--- src/rtl/counter_pkg.sv ---
// Shared types and helpers for the nested loop-index counter.
package counter_pkg;

    typedef enum logic {
        ST_IDLE = 1'b0,
        ST_RUN  = 1'b1
    } cnt_state_e;

    // Low bit of level idx inside a packed LVL*DW bus.
    function automatic int unsigned lvl_lo(input int unsigned idx, input int unsigned dw);
        return idx * dw;
    endfunction

endpackage

--- src/rtl/counter_level.sv ---
// One DW-bit level of the nested counter: steps on cin, wraps/reloads against max.
module counter_level #(
    parameter int DW = 8
) (
    input  logic          clk,
    input  logic          rst,
    input  logic          cin,
    input  logic          clr,
    input  logic          load,
    input  logic          down,
    input  logic [DW-1:0] max,
    input  logic [DW-1:0] load_val,
    output logic [DW-1:0] cnt,
    output logic          flag
);

    logic [DW-1:0] cnt_nxt;

    always_comb begin
        cnt_nxt = cnt;
        if (clr) begin
            cnt_nxt = '0;
        end else if (load) begin
            cnt_nxt = load_val;
        end else if (cin) begin
            if (down) begin
                cnt_nxt = (cnt == '0) ? max : cnt - DW'(1);
            end else begin
                cnt_nxt = (cnt < max) ? cnt + DW'(1) : '0;
            end
        end
    end

    // ">=" lets a level left above a lowered max still carry as it wraps.
    assign flag = down ? (cnt == '0) : (cnt >= max);

    always_ff @(posedge clk) begin
        if (rst) begin
            cnt <= '0;
        end else begin
            cnt <= cnt_nxt;
        end
    end

endmodule

--- src/rtl/counter_nest.sv ---
// Nested multi-level counter with wrap and one-shot sweep modes.
// Optional down-counting enabled by defining COUNTER_NEST_DOWN_EN.
module counter_nest
    import counter_pkg::*;
#(
    parameter int DW  = 8,
    parameter int LVL = 3
) (
    input  logic             clk,
    input  logic             rst,
    input  logic             en,
    input  logic             clr,
    input  logic             oneshot,
    input  logic             start,
`ifdef COUNTER_NEST_DOWN_EN
    input  logic             down,
`endif
    input  logic [LVL*DW-1:0] max,
    output logic [LVL*DW-1:0] cnt,
    output logic [LVL-1:0]    co,
    output logic              busy,
    output logic              done
);

    cnt_state_e     state, state_nxt;
    logic           done_nxt;
    logic           step;
    logic           load;
    logic           down_i;
    logic [LVL-1:0] flag;
    logic [LVL-1:0] cin;

`ifdef COUNTER_NEST_DOWN_EN
    assign down_i = down;
`else
    assign down_i = 1'b0;
`endif

    assign step = oneshot ? (en & (state == ST_RUN)) : en;
    assign load = oneshot & start;

    // Carry chain: level i advances only when every inner level sits at its turn point.
    always_comb begin
        logic carry;
        carry = step;
        co    = '0;
        cin   = '0;
        for (int i = 0; i < LVL; i++) begin
            cin[i] = carry;
            carry  = carry & flag[i];
            co[i]  = carry;
        end
    end

    for (genvar i = 0; i < LVL; i++) begin : g_lvl
        counter_level #(.DW(DW)) u_level (
            .clk      (clk),
            .rst      (rst),
            .cin      (cin[i]),
            .clr      (clr),
            .load     (load),
            .down     (down_i),
            .max      (max[lvl_lo(i, DW) +: DW]),
            .load_val (down_i ? max[lvl_lo(i, DW) +: DW] : '0),
            .cnt      (cnt[lvl_lo(i, DW) +: DW]),
            .flag     (flag[i])
        );
    end

    always_comb begin
        state_nxt = state;
        done_nxt  = 1'b0;
        if (!oneshot) begin
            state_nxt = ST_IDLE;
        end else if (!clr) begin
            if (start) begin
                state_nxt = ST_RUN;
            end else if ((state == ST_RUN) && co[LVL-1]) begin
                state_nxt = ST_IDLE;
                done_nxt  = 1'b1;
            end
        end
    end

    always_ff @(posedge clk) begin
        if (rst) begin
            state <= ST_IDLE;
            done  <= 1'b0;
        end else begin
            state <= state_nxt;
            done  <= done_nxt;
        end
    end

    assign busy = (state == ST_RUN);

endmodule

--- config.mk ---
export PLATFORM = sky130hd
export DESIGN_NAME = counter_nest
export DESIGN_NICKNAME = d
export VERILOG_FILES = /design/src/rtl/counter_pkg.sv /design/src/rtl/counter_level.sv /design/src/rtl/counter_nest.sv
export SDC_FILE = /design/constraint.sdc
export NUM_CORES = 1
export LEC_CHECK = 0
export BUFFER_PORTS_ARGS = -buffer_cell sky130_fd_sc_hd__buf_2
export CAP_MARGIN = 20
export CORE_ASPECT_RATIO = 0.9
export CORE_MARGIN = 4
export CORE_UTILIZATION = 50
export DETAILED_ROUTE_END_ITERATION = 16
export PLACE_DENSITY = 0.76
export SLEW_MARGIN = 40
export SYNTH_ARGS = -nofsm -noshare
export SYNTH_HDL_FRONTEND = slang
export SYNTH_SLANG_ARGS = --single-unit
--- constraint.sdc ---
create_clock -name clk -period 3.4 [get_ports clk]
set_input_delay 0.85 -clock clk [delete_from_list [all_inputs] [get_ports clk]]
set_output_delay 0.85 -clock clk [all_outputs]
set_load 0.01 [all_outputs]
Word-level counts from Yosys, hierarchy flattened:

Cells that the tools add are included.

* $add $sub $neg: 3
* multipliers: 0
* reductions and logical operators: 6
* div/mod/pow operators: 0
* mux-type cells: 7
* magnitude comparators: 6
* bitwise logic cells: 7
* shift-type cells: 0
* eq/ne operators: 0

Operators by type and width (count)
* 8-bit by 1-bit adder with 8-bit output, second input constant: 3
* 8-bit greater-or-equal comparator: 3
* 8-bit less-than comparator: 3
* 8-bit 2-to-1 mux: 3
* 1-bit bitwise AND: 5
* 1-bit 2-to-1 mux: 4
* 4-bit OR reduction: 1
* 3-bit OR reduction: 1
* 1-bit NOT: 2
* 2-bit AND reduction: 1
* 2-bit nonzero test: 1
* 2-bit OR reduction: 1
* 1-bit logical AND: 1

* register bits after elaboration: 26
* latch bits: 0
* output and inout port bits: 29
* memories kept: 0
* RAM bits: 0
* memory bits (read-only): 0

Logic depth before layout (Yosys ltp):

* depth in word-level cells: 8
* mapped depth: 10

Hierarchy:

Synthesis repeated with hierarchy kept, for this count alone.

* cells, all modules: 441
* area total of the unflattened synthesis: 3211.8 um^2

By module, submodules not included
* counter_level: cells an instance 141, times used 3, sequential area each 160.2 um^2, area each 1019.7 um^2
* counter_nest: cells an instance 18, times used 1, sequential area each 40.0 um^2, area each 152.6 um^2

Worst setup path before layout:

OpenSTA, ideal clock, no wires.

* path type: input-to-output
* start: in max[1]
* end: out co[2]
* path buffers: 2
* required time: 2.550 ns
* path slack: 0.187 ns
* arrival time: 2.363 ns
* stages: 9
* cell sequence: inv_1 > ha_1 > nor2b_1 > o211ai_1 > a311o_1 > buf_6 > a21oi_4 > buf_2 > nor2b_1

* word-level cells in the longest chain between the ends: 4

Ends and longest elaborated chain
* from (decl): line counter_nest.sv:18 `input logic [LVL*DW-1:0] max,`
* 8-bit greater-or-equal comparator: line counter_level.sv:35 `assign flag = down ? (cnt == '0) : (cnt >= max);`
* 1-bit bitwise AND (2 in a row): line counter_nest.sv:50 `carry = carry & flag[i];`
* net g_lvl[2].u_level.cin: line counter_level.sv:7 `input logic cin,`
* 1-bit bitwise AND: line counter_nest.sv:50
* to (decl): line counter_nest.sv:20 `output logic [LVL-1:0] co,`

The timed path passes the listed nets, and every way through them passes these cells.

Worst setup path in the final report:

* start: in max[1]
* end: out co[2]

* word-level cells in the longest chain between the ends: 4

Ends and longest elaborated chain (line)
* 8-bit greater-or-equal comparator: counter_level.sv:35
* 1-bit bitwise AND (3 in a row): counter_nest.sv:50

No other way between the ends.

==> summary.txt <==
Timing
  – RSZ-0062 raised after global routing: no
  – Hold violation total from the final report: 0
  – Final setup violating endpoints: 0
  – Crit path time final: 3.13 ns
  – Max frequency: 319 MHz
  – Worst Skew: 0.00233 ns
  – Slew Viols, Final: 0
  – Fin crit share: 92.1%
  – Worst-Margin Slew: 0.467 ns
  – Relative slew slack: 68.6%
  – Final worst setup slack: 0.270 ns
  – Minimum hold slack: 0.496 ns
  – Setup_tns: 0 ns

Global routing
  – Vias in the first global route: 1548
  – First-pass GRT wire length: between 6000 and 7000 um
  – Largest net degree at the start of global routing: 15
  – GR Util All Layers: 17.3%
  – GRT Residual Overflow: 0
  – Initial antenna violation count: 0

Worst setup path
  – Critical path required time: roughly 2.6 ns
  – Critical-path top delay cell: a311o_1
  – Crit path DAT: 2.28 ns
  – CP startpoint kind: primary input
  – Largest stage delay on the critical path: 0.39 ns
  – CP Cell Sequence: buf_2, inv_1, ha_1, nor2b_1, o211ai_1, a311o_1, a21oi_4, nor2b_1, buf_2
  – Crit path kind: in2out
  – CP Capture Type: output port
  – Critical path peak fanout: 3

Routing
  – Vias per cell: 5.26
  – DRT iter0 DRCs: 67
  – ANT nets after route: 0
  – Post-DR wirelength/cell: 11.8 um
  – # DRC: 0
  – Routed via count: 1753
  – DRT Wirelength: between 3000 and 4000 um
  – Pre-antenna DRT Iters: 4

Clock network
  – Worst-Skew Late Latency: 0.27 ns
  – CTS Buf Count: 3
  – Post-CTS Hold Buffers: 0
  – Setup Buffers After CTS: 0
  – Worst-path clk slew: 0.09 ns
  – Clk buf depth: 2
  – Clock net sink count: 26
  – Root Driver: clkbuf_8
  – H-tree depth: 1
  – CTS tree: done
  – Post_cts resized: 0

Finish
  – Layout cells sized above 1: about a quarter
  – Final Util: 64.3%
  – Cell area after layout: 2240 um2
  – Nets@finish: around 350
  – Area Growth Syn to Fin: 21.0%
  – Diodes inserted: 0
  – Fin cells: 333

Place
  – Dpl cells: 329
  – Post-DP HPWL: 3150 um
  – GPL Wtd Cong: 0.774
  – Placed Area: 2180 um2
  – IO buf count: 58
  – Pre-CTS WS: 0.262 ns

Flow run
  – Max_cap viols: 0

Logic synthesis
  – Synth top area cells: dfxtp_1, ha_1, inv_1, a21oi_1, xnor2_1
  – Netlist Area Pre-Place: about 1800 um2
  – Yosys warns: 0
  – Post-synth top area share: 28.2%
  – Ys flop type: dfxtp_1
  – Sequential share of the synthesized area: approximately 28%
  – EDFF count, synth: 0
  – Post-synth top area cell: dfxtp_1
  – Post-synthesis cell type count: 40
  – FFs w/ async S/R, synth: 0%
  – Syn_area_per_cell: 8.07 um2
  – Yosys reg bits: 26
  – Syn_nets: 286
  – Post-Syn Instances: 229

Floorplanning
  – Die Ht: 65.7 um
  – Die extent in x: around 72 um
  – Rows: 20
  – Starting Density: 53.1%
  – Core Area: 3480 um2
  – I/O Pins: 59
  – Die area: 4730 um2

Worst hold path
  – Worst Hold Class: reg2reg

Power
  – Max IR drop VDD: slightly above 200 uV
  – Pwr dens: 256 nW/um2
  – Pleak: 1.09 nW
  – Design Power: 0.572 mW

Outcome
  – Outcome: completed
[registers in the layout (all words and copies together) (netlist names)]
name               count
busy                   1
done                   1
g_lvl.u_level.cnt     24
[placed cells by master, fill, tap and decap left out, types with 2 or more instances in the layout]
| cell type | count |
|---|---|
| buf_2 | 58 |
| inv_1 | 29 |
| ha_1 | 27 |
| dfxtp_1 | 26 |
| nor2_1 | 22 |
| a21oi_1 | 21 |
| a31oi_1 | 13 |
| nand2_1 | 12 |
| xnor2_1 | 10 |
| nand3_1 | 9 |
| and3_1 | 7 |
| nand4_1 | 6 |
| o21ai_0 | 6 |
| or3_1 | 5 |
| xor2_1 | 4 |
| clkbuf_8 | 4 |
| nor2b_1 | 3 |
| buf_4 | 3 |
| o211ai_1 | 2 |
| a21boi_0 | 2 |
| nand2b_1 | 2 |
[cell families (layout without fill, tap and decap cells)]
logic type | Yosys count | after routing | share of synthesized area (%)
buffers and inverters | 34 | 94 | 7.79
adder cells (fa/ha/maj) | 27 | 27 | 18.3
multiplexers | 1 | 1 | 0.542
AND/OR/NAND/NOR | 75 | 75 | 21.1
flip-flops | 26 | 26 | 28.2
XOR/XNOR | 14 | 14 | 6.63
AO/OA/AOI/OAI | 52 | 52 | 17.5
[cell type report]
cell class,count,area [um2]
inverters,29,109
well taps,44,55.1
repair buffers,61,313
flip-flops and latches,26,520
clock buffers,4,55.1
fillers,316,1240
multi-input cells,169,1180
[final timing paths]
kind                           start                      end  slack, ns  depth (start not counted)
min          g_lvl[2].u_level.cnt[7]  g_lvl[2].u_level.cnt[7]       0.50                          1
max reg2reg  g_lvl[0].u_level.cnt[1]                     busy       0.95                          8
max                           max[1]                    co[2]       0.27                          9
min reg2reg  g_lvl[2].u_level.cnt[7]  g_lvl[2].u_level.cnt[7]       0.50                          1
[report_power, final]
group          switching [mW]  leakage, nW  internal [mW]
clock network          0.0975       0.0288          0.104
registers             0.00131        0.209          0.305
logic                  0.0346        0.856         0.0297
total                   0.133         1.09          0.438
[critical path: cells and delay by family]
kind | cells | cell delay [ns]
AOI/OAI and AO/OA | 3 | 0.66
adders and majority gates | 1 | 0.28
and+or+nand+nor | 2 | 0.26
buffers and inverters | 3 | 0.23
[layer usage]
| layer | up-vias | track usage [%] | wire (um) |
|---|---|---|---|
| met5 | - | 0 | 0 |
| met1 | 795 | 23.5 | 1900 |
| met4 | 0 | 6.10 | 38 |
| met3 | 4 | 3.36 | 193 |
| met2 | 32 | 26.9 | 1800 |
| li1 | 922 | - | - |
[cell usage after synthesis, types with 2 or more instances]
master,number
nand4_1,6
nand2b_1,2
a21boi_0,2
ha_1,27
a21oi_1,21
xnor2_1,10
and3_1,7
or3_1,5
nor2b_1,3
xor2_1,4
dfxtp_1,26
o21ai_0,6
o211ai_1,2
nand2_1,12
a31oi_1,13
inv_1,29
nor2_1,22
buf_4,2
nand3_1,9
No activity file was read; power rests on OpenSTA's default activity.
